### config.mk
export PLATFORM = sky130hd
export DESIGN_NAME = instruction_fetch_queue
export DESIGN_NICKNAME = d
export VERILOG_FILES = /design/src/rtl/instruction_fetch_queue.sv
export SDC_FILE = /design/constraint.sdc
export NUM_CORES = 1
export LEC_CHECK = 0
export CORE_ASPECT_RATIO = 0.75
export CORE_MARGIN = 2
export CORE_UTILIZATION = 50
export CTS_CLUSTER_SIZE = 12
export DETAILED_ROUTE_END_ITERATION = 8
export GPL_TIMING_DRIVEN = 0
export PLACE_DENSITY = 0.86
export SYNTH_ARGS = -nofsm -noshare
export SYNTH_HDL_FRONTEND = slang
export SYNTH_SLANG_ARGS = --single-unit
### constraint.sdc
create_clock -name clock -period 2.8 [get_ports clock]
set_clock_uncertainty 0.15 [all_clocks]
set_input_delay 0.7 -clock clock [delete_from_list [all_inputs] [get_ports clock]]
set_output_delay 0.7 -clock clock [all_outputs]
set_load 0.02 [all_outputs]
### src/rtl/instruction_fetch_queue.sv
// Instruction fetch queue: issues sequential ROM reads, absorbs the ROM's
// one-cycle read latency and buffers the fetched words, each tagged with its
// address, in a small FIFO ahead of the instruction processor. A redirect
// flushes everything buffered or in flight and restarts fetching.
//
// Handshake: the consumer side is valid/ready. instr_valid/instr_data/instr_pc
// come from registered FIFO state and do not depend on instr_ready; a word
// transfers on a rising edge where instr_valid & instr_ready are both high
// (and no redirect is active). The ROM side has no handshake: each address is
// sampled on every edge and its data returns exactly one cycle later.
module instruction_fetch_queue #(
  parameter int unsigned       WIDTH      = 16,
  parameter int unsigned       DEPTH      = 4,
  parameter logic [WIDTH-1:0]  RESET_ADDR = '0
) (
  input  logic             clock,
  input  logic             reset_n,
  output logic [WIDTH-1:0] rom_addr,
  output logic             rom_rd,
  input  logic [WIDTH-1:0] rom_data,
  input  logic             redirect,
  input  logic [WIDTH-1:0] redirect_addr,
  output logic             instr_valid,
  output logic [WIDTH-1:0] instr_data,
  output logic [WIDTH-1:0] instr_pc,
  input  logic             instr_ready
);

  localparam int unsigned PW = (DEPTH > 1) ? $clog2(DEPTH) : 1;
  localparam int unsigned CW = PW + 1;

  // Fetch state
  logic [WIDTH-1:0] fetch_pc_q, fetch_pc_d;
  logic             pending_q, pending_d;
  logic [WIDTH-1:0] pend_tag_q, pend_tag_d;

  // FIFO state
  logic [WIDTH-1:0] data_q [DEPTH];
  logic [WIDTH-1:0] pc_q   [DEPTH];
  logic [PW-1:0]    rd_ptr_q, rd_ptr_d;
  logic [PW-1:0]    wr_ptr_q, wr_ptr_d;
  logic [CW-1:0]    count_q, count_d;

  // Internal control
  logic [CW-1:0]    credit_used;
  logic             credit_ok;
  logic             push;
  logic             pop;

  // Issue decision, ROM address mux and registered-head output view
  always_comb begin
    credit_used = count_q + CW'(pending_q);
    credit_ok   = (credit_used < CW'(DEPTH));

    instr_valid = reset_n & (count_q != '0);
    instr_data  = instr_valid ? data_q[rd_ptr_q] : '0;
    instr_pc    = instr_valid ? pc_q[rd_ptr_q]   : '0;

    rom_addr = fetch_pc_q;
    rom_rd   = credit_ok;
    if (!reset_n) begin
      rom_addr = RESET_ADDR;
      rom_rd   = 1'b0;
    end else if (redirect) begin
      // Bypass so the new target is read this very cycle
      rom_addr = redirect_addr;
      rom_rd   = 1'b1;
    end

    // Data returning during a redirect belongs to the old stream: drop it
    push = reset_n & ~redirect & pending_q;
    pop  = instr_valid & instr_ready & ~redirect;
  end

  // Next-state logic for fetch pointer, in-flight tag and FIFO bookkeeping
  always_comb begin
    fetch_pc_d = fetch_pc_q;
    pending_d  = 1'b0;
    pend_tag_d = pend_tag_q;
    rd_ptr_d   = rd_ptr_q;
    wr_ptr_d   = wr_ptr_q;
    count_d    = count_q;

    if (redirect) begin
      fetch_pc_d = redirect_addr + WIDTH'(1);
      pending_d  = 1'b1;
      pend_tag_d = redirect_addr;
      rd_ptr_d   = '0;
      wr_ptr_d   = '0;
      count_d    = '0;
    end else begin
      if (credit_ok) begin
        fetch_pc_d = fetch_pc_q + WIDTH'(1);
        pending_d  = 1'b1;
        pend_tag_d = fetch_pc_q;
      end
      if (push) begin
        wr_ptr_d = wr_ptr_q + PW'(1);
      end
      if (pop) begin
        rd_ptr_d = rd_ptr_q + PW'(1);
      end
      case ({push, pop})
        2'b10:   count_d = count_q + CW'(1);
        2'b01:   count_d = count_q - CW'(1);
        default: count_d = count_q;
      endcase
    end
  end

  // Control registers with synchronous active-low reset
  always_ff @(posedge clock) begin
    if (!reset_n) begin
      fetch_pc_q <= RESET_ADDR;
      pending_q  <= 1'b0;
      pend_tag_q <= RESET_ADDR;
      rd_ptr_q   <= '0;
      wr_ptr_q   <= '0;
      count_q    <= '0;
    end else begin
      fetch_pc_q <= fetch_pc_d;
      pending_q  <= pending_d;
      pend_tag_q <= pend_tag_d;
      rd_ptr_q   <= rd_ptr_d;
      wr_ptr_q   <= wr_ptr_d;
      count_q    <= count_d;
    end
  end

  // FIFO storage: capture the returning word with the address it was fetched from
  always_ff @(posedge clock) begin
    if (push) begin
      data_q[wr_ptr_q] <= rom_data;
      pc_q[wr_ptr_q]   <= pend_tag_q;
    end
  end

endmodule

* Word level (Yosys, flattened, before mapping)
Memories as Yosys holds them, arrays and structs flattened. A register that Yosys moved wholly into a read port is not among the register bits.
Index checks and enable logic that the tools add are counted.
** Word-level totals
- Register bits after elaboration :: 40
- Latch bits :: 0
- Memory bits (writable) :: 128
- Bits in read-only memories :: 0
- Input port bits :: 36
- Output and inout bits :: 50
- Logic and storage cells :: 48
- Memories kept :: 2
** Memories
- data_q :: depth 4, bits a word 16, read ports 1, clocked after memory_dff 1, wr ports 1, line 38 : logic [WIDTH-1:0] data_q [DEPTH];
- pc_q :: depth 4, bits a word 16, read ports 1, clocked after memory_dff 1, wr ports 1, line 39 : logic [WIDTH-1:0] pc_q [DEPTH];
** Cells by class
- Add/sub/neg operators :: 7
- Multiply operators :: 0
- Divide/modulo/power cells :: 0
- Order comparisons :: 1
- Equal/unequal tests :: 2
- Shift-type cells :: 0
- Multiplexer cells :: 19
- Bitwise gates (word level) :: 7
- Reductions and logical operators :: 4
** Operators with widths (count)
- $mux W16 :: 8
- $add A16 B1 Y16 const B :: 2
- $mux W2 :: 4
- $mux W1 :: 6
- $pmux W3 S2 :: 1
- $and A1 B1 Y1 :: 5
- $add A2 B1 Y2 const B :: 2
- $reduce_bool A2 Y1 :: 2
- $add A3 B1 Y3 :: 1
- $add A3 B1 Y3 const B :: 1
- $lt A3 B3 Y1 const B :: 1
- $reduce_bool A3 Y1 :: 1
- $sub A3 B1 Y3 const B :: 1
- $eq A2 B1 Y1 const B :: 1
- $eq A2 B2 Y1 const B :: 1
- $not A1 Y1 :: 2
- $reduce_or A2 Y1 :: 1

* Longest topological paths before layout
Gate-level depths: netlist of the first run.
- Depth in word-level cells :: 6
- Gate-level depth with buffers :: 11
- Mapped depth without buffers :: 8

* Least setup slack after synthesis of the first run
Ideal clock, no wire load.
- Path type :: input to register
- From :: in redirect
- To :: reg fetch_pc_q[6]
- Setup time :: 0.070 ns
- Arrival :: 2.587 ns
- Data required time :: 2.580 ns
- Path slack :: -0.007 ns
- Stages :: 11
- Path buffers :: 4
- Cells stage by stage :: buf_6 > buf_4 > buf_2 > buf_2 > mux2i_1 > inv_1 > ha_1 > a21boi_1 > nand2_1 > mux2_2 > a21oi_1
** On the way
- Longest elaborated chain between the ends :: 1
- Elaborated cells on any way between the ends :: 2
- Those cells by class :: mux: 1; reduce/logical: 1
** RTL lines
- start, declared :: line 21 : input logic redirect,
- $mux W16 / $reduce_bool A2 Y1 (equally long branches)
- end signal, assigned :: line 121 : fetch_pc_q <= fetch_pc_d;
- end, declared :: line 33 : logic [WIDTH-1:0] fetch_pc_q, fetch_pc_d;
Several ways; a longest one is shown, not always the timed one.
A chain may end at the register's enable or synchronous reset.

==> metrics.md, run 1 <==
| Metric | Value |
|---|---|
| R2r worst-path depth | 8 |
| YS warnings | 0 |
| Main flop type after synthesis | edfxtp_1 |
| Final hold violations | 0 |
| FF+latch count, synth | 170 |
| Die area | ~16000 sq um |
| Root buf cell | clkbuf_16 |
| Slew @ Worst Pin | just under 900 ps |
| Vias per inst | between 5 and 6 |
| Crit path DAT | about 2000 ps |
| Num ports | 86 |
| Syn_nets | ~540 |
| Biggest cell delay along the critical path | roughly 550 ps |
| Setup ws final | -47.9 ps |
| Final Wtd Congestion | just under 0.9 |
| Gr ovfl total | 0 |
| Number of routed nets with antenna violations | 0 |
| Pin count of the biggest net entering global routing | 33 |
| Number of detailed-route iterations in the first pass | 5 |
| Synth top area cells | edfxtp_1 (52%), dfxtp_1 (11%), mux4_2 (9.8%) |
| R2r endpoint | count_q[2] |
| VDD IR max | about 0.47 mV |
| Vias in the first global route | 4776 |
| Minimum clock period | roughly 2800 ps |
| Type of the most critical hold path | reg -> reg |
| Pleak | 3.44 nW |
| Non-Filler Instances | roughly 830 |
| Area growth from synthesis to layout | 27.6% |
| DP Cell Count | slightly below 800 |
| Synth Instances | 500 |
| First-pass GRT wire length | about 26000 um |
| H-tree Lvls | 4 |
| Post-DP HPWL | about 11000 um |
| Worst R2R Setup Slack | between 400 and 500 ps |
| Relative slew slack | around 42% |
| Syn avg cell area | roughly 15 sq um |
| Port bufs | 84 |
| Cell with the most instances after synthesis | edfxtp_1 |
| Crit path max fanout | 8 |
| Clock transition at path regs | roughly 60 ps |
| CTS tree | yes |
| Power Dens Cells | a little under 600 nW/um^2 |
| Max Cap Viol | 0 |
| Placed cell area | around 8500 sq um |
| Commonest cells in the netlist | edfxtp_1 (128), dfxtp_1 (42), and3_1 (39), nor2_1 (36), mux4_2 (32) |
| Unique masters post-synth | 51 |
| Die height | 109 um |
| DRC | 0 |
| CP endpoint | instr_pc[7] |
| Yosys top cell area share | 52.3% |
| Final setup fails | 5 |
| # fillers | 1013 |
| Num rows | 38 |
| Crit end category | output pin |
| Initial antenna violation count | 0 |
| Reg-to-reg startpoint | count_q[2] |
| Number of synthesized flops with an enable pin | around 130 |
| Crit-path cells | buf_6, mux4_2, and3_4, buf_4 |
| Status | finished, violations left |
| Clock Path Buffers | 2 |
| Final #Nets | ~660 |
| Slowest stage cell, crit path | mux4_2 |
| Layout cells sized above 1 | about a third |
| Sequential area share after synthesis | 63.7% |
| Placement Setup Slack | -1130 ps |
| CP startpoint kind | flop |
| Clock sink count | 170 |
| GRT Overall Usage | around 23% |
| Iter 0 DRT Violations | 404 |
| Failing checks | setup timing |
| Crit path required time | between 1500 and 2000 ps |
| HP Start | fetch_pc_q[13] |
| Area leader, netlist | edfxtp_1 |
| Final Max Tran Viols | 0 |
| Fin Hold WS | roughly 330 ps |
| Routed vias | around 4800 |
| Design Area, Final | around 9400 sq um |
| Core Area | around 14000 sq um |
| Antenna cells | 0 |
| Async set-reset flop share out of synthesis | 0% |
| PnR Total Power | approximately 0.0054 W |
| Chip width | 144 um |
| Num CTS Buffers | 17 |
| Period utilization | 102% |
| RSZ-0062 raised after global routing | true |
| Initial Util | approximately half |
| Synthesized cell area | roughly 7400 sq um |
| Total wire length | approximately 18000 um |
| Wire length per cell | around 21 um |
| Worst skew pair latency | approximately 420 ps |
| Setup CP Type | reg -> out |
| Peak Freq | ~350 MHz |
[stage by stage]
step / utilization, % / setup TNS [ps]
floorplan: - / 0
finish: 65.2 / -106
CTS: 64.0 / -579
global route: 65.2 / -727
global placement: 58.7 / -164500
detailed placement: 58.7 / -93670
[final cells by class]
cell class	count	area [sq um]	area share, %
plain buffers	28	226	2.41
clock inverters	13	119	1.27
clock buffers	19	433	4.61
well taps	200	250	2.67
inverters	11	42.5	0.453
flip-flops and latches	170	4690	50.0
repair buffers	99	941	10.0
multi-input cells	288	2690	28.6
[metal layers]
layer,share of wire [%],up-vias,GRT usage (%)
met1,42,2399,30.5
met2,49,223,38.0
met5,0,-,0
met3,6.8,29,6.02
met4,1.4,0,7.35
li1,-,2137,-
[critical path, delay by kind of cell (launching register included)]
kind,cells,cell delay [ps]
buffers and inverters,2,340
DFF,1,460
muxes,1,550
and+or+nand+nor,1,220
[flip-flops by register name, indices dropped and copies added, names as in the netlist, named ones only]
name        cells
data_q         64
pc_q           64
fetch_pc_q     16
pend_tag_q     16
count_q         3
rd_ptr_q        2
wr_ptr_q        2
pending_q       1
[placed cells by master, fill, tap and decap left out, drive strengths merged, types with 11 or more instances in the layout]
master and n:
xnor2 11, mux4 32, nand3 12, nand2 28, and3 39, buf 68, a21oi 20, edfxtp 128
clkdlybuf4s50 33, clkbuf 34, dfxtp 42, inv 14, mux2i 20, nor2 36
[kinds of logic after synthesis]
| logic type | synth area share (%) |
|---|---|
| xor+xnor | 2.36 |
| buf+inv | 2.77 |
| mux | 13.2 |
| simple gates | 11.4 |
| fa+ha+maj | 1.29 |
| flops | 63.7 |
| compound gates | 5.27 |
[worst min-delay path by stage]
stage	slack, ps	cells after the start	to
after floorplan	280	2	fetch_pc_q[13]
after global placement	300	2	fetch_pc_q[13]
after detailed placement	310	2	fetch_pc_q[13]
after CTS	310	2	fetch_pc_q[13]
after global routing	340	2	fetch_pc_q[13]
final	330	2	fetch_pc_q[13]
[power by group]
| group | total [W] | switching (W) | internal, W | leakage (nW) |
|---|---|---|---|---|
| Sequential | 0.00282 | 0.0000555 | 0.00276 | 1.50 |
| Combinational | 0.000383 | 0.000208 | 0.000176 | 1.68 |
| Clock | 0.00221 | 0.000977 | 0.00123 | 0.257 |
| Total | 0.00541 | 0.00124 | 0.00417 | 3.44 |
[timing repair]
item                       CTS  global route
pin swaps                    4             2
buffers inserted             7             9
gates resized for setup    244            81
gates cloned                 2             1
setup endpoints to repair   55            42
hold buffers                 0             0
Power figures use the tool's default switching activity.
==> inputs of run 2 (changes only) <==
- RECOVER_POWER: unset -> 25
- SLEW_MARGIN: unset -> 40
==> metrics.md, run 2 (synthesis gave the netlist of run 1 again) <==
| Metric | Value |
|---|---|
| Number of routed nets with antenna violations | 0 (unchanged) |
| Slew @ Worst Pin | 600 ps (-276 ps) |
| Clock share of power | 44.7% (+3.9 points) |
| # hold bufs at CTS | 0 (unchanged) |
| CTS tree | yes |
| Relative slew slack | 60.0% (+18 points) |
| Final Max Tran Viols | 0 (unchanged) |
| Psw | 0.00124 W (about the same) |
| R2r worst-path depth | 8 (unchanged) |
| CP startpoint kind | flop |
| Type of the most critical hold path | reg -> reg |
| Period utilization | 102% (+0.51 points) |
| Final #Nets | 661 (+0.46%) |
| Largest regs | data_q x64, pc_q x64 |
| Die area | 15700 sq um (unchanged) |
| Most common cell after layout, fill and taps aside | edfxtp_1 |
| Num CTS Buffers | 17 (unchanged) |
| Wire length per cell | 22.0 um (+2.5%) |
| Sequential fraction of design power | 48.6% (-3.5 points) |
| Final hold violations | 0 (unchanged) |
| Crit end category | output pin |
| Clock Path Buffers | 2 (unchanged) |
| Port bufs | 84 (unchanged) |
| Post-DP HPWL | 11400 um (+0.39%) |
| Chip width | 144 um (unchanged) |
| Design Area, Final | 9560 sq um (+1.8%) |
| Core Area | 14400 sq um (unchanged) |
| Pin count of the biggest net entering global routing | 33 (unchanged) |
| Peak Freq | 349 MHz (-0.50%) |
| Status | finished, violations left |
| RSZ-0062 raised after global routing | true |
| Clock sink count | 170 (unchanged) |
| Num ports | 86 (unchanged) |
| Clock transition at path regs | 70 ps (about the same) |
| Placed cell area | 8470 sq um (+0.18%) |
| H-tree Lvls | 4 (unchanged) |
| Area growth from synthesis to layout | 30.0% |
| Pleak | 3.54 nW (+3.0%) |
| Cells on Worst Hold Path | 2 (unchanged) |
| Switching Share | 21.4% (-1.5 points) |
| Final setup fails | 7 (+2) |
| Root buf cell | clkbuf_16 |
| Minimum clock period | 2860 ps (+14.3 ps) |
| Power Dens Cells | 606 nW/um^2 (+5.2%) |
| Crit path required time | 1950 ps (about the same) |
| VDD IR max | 0.466 mV (-0.14%) |
| Cell Int Power | 0.00456 W (+9.3%) |
| Crit path max fanout | 6 (-2) |
| Setup ws final | -62.2 ps (-14.3 ps) |
| Iter 0 DRT Violations | 559 (+38%) |
| Gr ovfl total | 0 (unchanged) |
| Number of detailed-route iterations in the first pass | 5 (unchanged) |
| Num rows | 38 (unchanged) |
| Layout cells sized above 1 | 32.5% (+0.48 points) |
| Vias in the first global route | 4842 (+1.4%) |
| Antenna cells | 0 (unchanged) |
| DP Cell Count | 784 (unchanged) |
| Setup CP Type | reg -> out |
| Crit path DAT | 2010 ps (about the same) |
| Total wire length | 18200 um (+2.9%) |
| First-pass GRT wire length | 27700 um (+4.8%) |
| DRC | 0 (unchanged) |
| Routed vias | 4771 (-0.36%) |
| GRT Overall Usage | 24.3% (+1.2 points) |
| Worst skew pair latency | 430 ps (about the same) |
| Vias per inst | 5.74 (-0.71%) |
| Non-Filler Instances | 831 (+0.36%) |
| Most frequent cells in the layout | edfxtp_1 (128), dfxtp_1 (40), nor2_1 (36) |
| Combinational power share | 6.6% (-0.5 points) |
| Die height | 109 um (unchanged) |
| Initial antenna violation count | 0 (unchanged) |
| Final Wtd Congestion | 0.884 (unchanged) |
| Initial Util | 51.1% (unchanged) |
| Failing checks | setup timing |
| Max Cap Viol | 0 (unchanged) |
-- run 2: layout make-up --
class                           count  area, sq um
Fill cell                         973         4850
Sequential cell                   170         4690
Multi-Input combinational cell    288         2700
Timing Repair Buffer              100          963
Clock buffer                       22          454
Buffer                             30          272
Tap cell                          200          250
Clock inverter                     10          191
Inverter                           11         42.5
-- run 2: repair_timing --
item                                    4_1_cts  5_1_grt
endpoints found under the setup margin       55       45
pin swaps                                     3        1
cloned                                        3        0
setup buffers                                10        8
resized for setup                           235       90
-- run 2: power by group through the flow --
stage	clock network (W)	registers (W)	logic [W]
floorplan	0	0.00285	0.000195
global placement	0	0.00286	0.000344
detailed placement	0	0.00287	0.000356
CTS	0.00260	0.00282	0.000368
global route	0.00271	0.00282	0.000415
finish	0.00259	0.00282	0.000385
-- run 2: metal layers --
metal	global-route usage (%)	part of all wire (%)
met2	39.9	49
met4	6.09	1.6
met3	5.84	6.8
met5	0	0
met1	33.1	42
-- run 2: stage by stage --
| stage | setup WS (ps) | hold WS, ps | util, % | TNS, ps | total power, W |
|---|---|---|---|---|---|
| after global placement | -1150 | 297 | 58.7 | -164500 | 0.00321 |
| final | -62.2 | 332 | 66.4 | -265 | 0.00580 |
| after CTS | -195 | 312 | 65.0 | -1420 | 0.00578 |
| after floorplan | 4.50 | 281 | - | 0 | 0.00305 |
| after global routing | -112 | 346 | 66.4 | -916 | 0.00595 |
| after detailed placement | -1110 | 307 | 58.8 | -64170 | 0.00323 |
-- run 2: path summary, 6_finish.rpt --
kind,start,end,slack [ps]
min,fetch_pc_q[13],fetch_pc_q[13],330
max,flop,instr_pc[5],-60
max reg2reg,count_q[2],count_q[2],510
min reg2reg,fetch_pc_q[13],fetch_pc_q[13],330
-- run 2: worst max-delay path: stages (launching register included) --
cell and delay (ps):
dfxtp_4 400, buf_12 130, buf_12 120, buf_6 90, mux4_2 500, and3_4 210, buf_6 130
==> inputs of run 3 (changes only) <==
- CAP_MARGIN: unset -> 10
- CELL_PAD_IN_SITES_DETAIL_PLACEMENT: unset -> 0
- CELL_PAD_IN_SITES_GLOBAL_PLACEMENT: unset -> 1
- CORE_UTILIZATION: 50 -> 42
- PLACE_DENSITY: 0.86 -> 0.87
==> metrics.md, run 3 (synthesis gave the netlist of run 1 again) <==
| Metric | Value |
|---|---|
| Post-DP HPWL | 11600 um (+2.1%) |
| Wire length per cell | 20.0 um (-9.1%) |
| Pin count of the biggest net entering global routing | 22 (-33%) |
| Most common cell after layout, fill and taps aside | edfxtp_1 |
| Initial antenna violation count | 0 (unchanged) |
| Routed vias | 4777 (+0.13%) |
| Final #Nets | 660 (-0.15%) |
| Max Cap Viol | 0 (unchanged) |
| Crit end category | output pin |
| Antenna cells | 0 (unchanged) |
| Reg-to-reg startpoint | count_q[2] |
| Power Dens Cells | 582 nW/um^2 (-4.1%) |
| Finished Core Util | 56.5% (-9.9 points) |
| Final Max Tran Viols | 0 (unchanged) |
| Failing checks | setup timing |
| Number of detailed-route iterations in the first pass | 5 (unchanged) |
| Cells on Worst Hold Path | 2 (unchanged) |
| Clock transition at path regs | 60 ps (about the same) |
| Core Area | 17000 sq um (+18%) |
| Port bufs | 84 (unchanged) |
| Crit-path cells | buf_4, buf_12, mux4_2, and3_1, buf_2 |
| Final Wtd Congestion | 0.886 (+0.21%) |
| Initial Util | 43.3% (-7.7 points) |
| Period utilization | 101% (-1.2 points) |
| CTS tree | yes |
| Type of the most critical hold path | reg -> reg |
| RSZ-0062 raised after global routing | true |
| Die area | 18600 sq um (+18%) |
| Setup CP Type | reg -> out |
| DP Cell Count | 824 (+5.1%) |
| CP startpoint kind | flop |
| Largest regs | data_q x64, pc_q x64 |
| Non-Filler Instances | 866 (+4.2%) |
| DRC | 0 (unchanged) |
| Biggest cell delay along the critical path | 500 ps (about the same) |
| First-pass GRT wire length | 26600 um (-3.8%) |
| Crit path DAT | 1980 ps (-30 ps) |
| Num rows | 41 (+7.9%) |
| R2r worst-path depth | 8 (unchanged) |
| Total wire length | 17300 um (-5.3%) |
| Crit path max fanout | 6 (unchanged) |
| Crit path required time | 1950 ps (about the same) |
| TNS Setup | -67.6 ps (+197 ps) |
| Number of routed nets with antenna violations | 0 (unchanged) |
| Layout cells sized above 1 | 31.1% (-1.4 points) |
| Worst skew pair latency | 430 ps (about the same) |
| Root buf cell | clkbuf_16 |
| Slowest stage cell, crit path | mux4_2 |
| Iter 0 DRT Violations | 409 (-27%) |
| Die height | 119 um (+8.8%) |
| Clock sink count | 170 (unchanged) |
| Relative slew slack | 58.4% (-1.6 points) |
| Vias per inst | 5.52 (-3.9%) |
| Most frequent cells in the layout | edfxtp_1 (128), dfxtp_1 (40), nor2_1 (36) |
| Clock Path Buffers | 2 (unchanged) |
| HP Start | fetch_pc_q[13] |
| Vias in the first global route | 4885 (+0.89%) |
| Slew @ Worst Pin | 625 ps (+24.6 ps) |
| Num CTS Buffers | 17 (unchanged) |
| Chip width | 157 um (+8.9%) |
| Minimum clock period | 2830 ps (-34.9 ps) |
| Area growth from synthesis to layout | 30.3% |
| H-tree Lvls | 4 (unchanged) |
| Setup ws final | -27.3 ps (+34.9 ps) |
| Final setup fails | 8 (+1) |
| GRT Overall Usage | 19.3% (-5.0 points) |
| VDD IR max | 0.518 mV (+11%) |
| Pleak | 3.53 nW (-0.30%) |
| # hold bufs at CTS | 0 (unchanged) |
| Peak Freq | 354 MHz (+1.2%) |
| Status | finished, violations left |
| Placement Setup Slack | -1220 ps (-112 ps) |
| Gr ovfl total | 0 (unchanged) |
| Final hold violations | 0 (unchanged) |
| Num ports | 86 (unchanged) |
[run 3: cell types whose count changed in the layout (fill, tap and decap cells not counted), sizes merged, moves of 2 or more]
cell,change
dlygate4sd2,+2
clkinv,+3
inv,-2
dlymetal6s2s,-3
clkdlybuf4s15,+2
bufinv,-2
buf,-2
[run 3: layout make-up]
| type | instances | area (sq um) |
|---|---|---|
| fillers | 1328 | 7390 |
| clock inverters | 9 | 120 |
| repair buffers | 99 | 997 |
| clock buffers | 23 | 478 |
| flip-flops and latches | 170 | 4690 |
| well taps | 236 | 295 |
| inverters | 11 | 42.5 |
| multi-input cells | 288 | 2670 |
| plain buffers | 30 | 290 |
[run 3: through the flow]
stage | area [sq um] | hold slack, ps | power (W)
4_1_cts | 9510 | 315 | 0.00559
6_report | 9590 | 324 | 0.00558
3_5_place_dp | 8610 | 306 | 0.00323
3_3_place_gp | 8500 | 299 | 0.00321
2_1_floorplan | 7360 | 281 | 0.00305
5_1_grt | 9590 | 358 | 0.00574
[run 3: final timing paths]
| kind | to | slack [ps] |
|---|---|---|
| min | fetch_pc_q[13] | 320 |
| max | instr_data[0] | -30 |
| min reg2reg | fetch_pc_q[13] | 320 |
| max reg2reg | count_q[2] | 440 |
[run 3: critical path, delay by kind of cell, from the launching register on]
family | cells | cell delay, ps
buffers and inverters | 3 | 440
DFF | 1 | 400
muxes | 1 | 500
and+or+nand+nor | 1 | 210
[run 3: power by group]
| group | total [W] | internal, W | switching [W] |
|---|---|---|---|
| Combinational | 0.000382 | 0.000179 | 0.000203 |
| Sequential | 0.00282 | 0.00276 | 0.0000544 |
| Clock | 0.00238 | 0.00146 | 0.000912 |
| Total | 0.00558 | 0.00441 | 0.00117 |
[run 3: layer usage]
metal / global-route usage [%] / wire, um / up-vias
met5: 0 / 0 / -
met4: 6.54 / 236 / 0
met3: 5.24 / 1010 / 24
met2: 29.7 / 8220 / 160
met1: 26.5 / 7820 / 2452
li1: - / - / 2141
[run 3: repair_timing]
item,CTS,global route
resized for setup,260,38
pin swaps,7,3
setup buffers,4,5
cloned,2,1
setup endpoints to repair,54,49
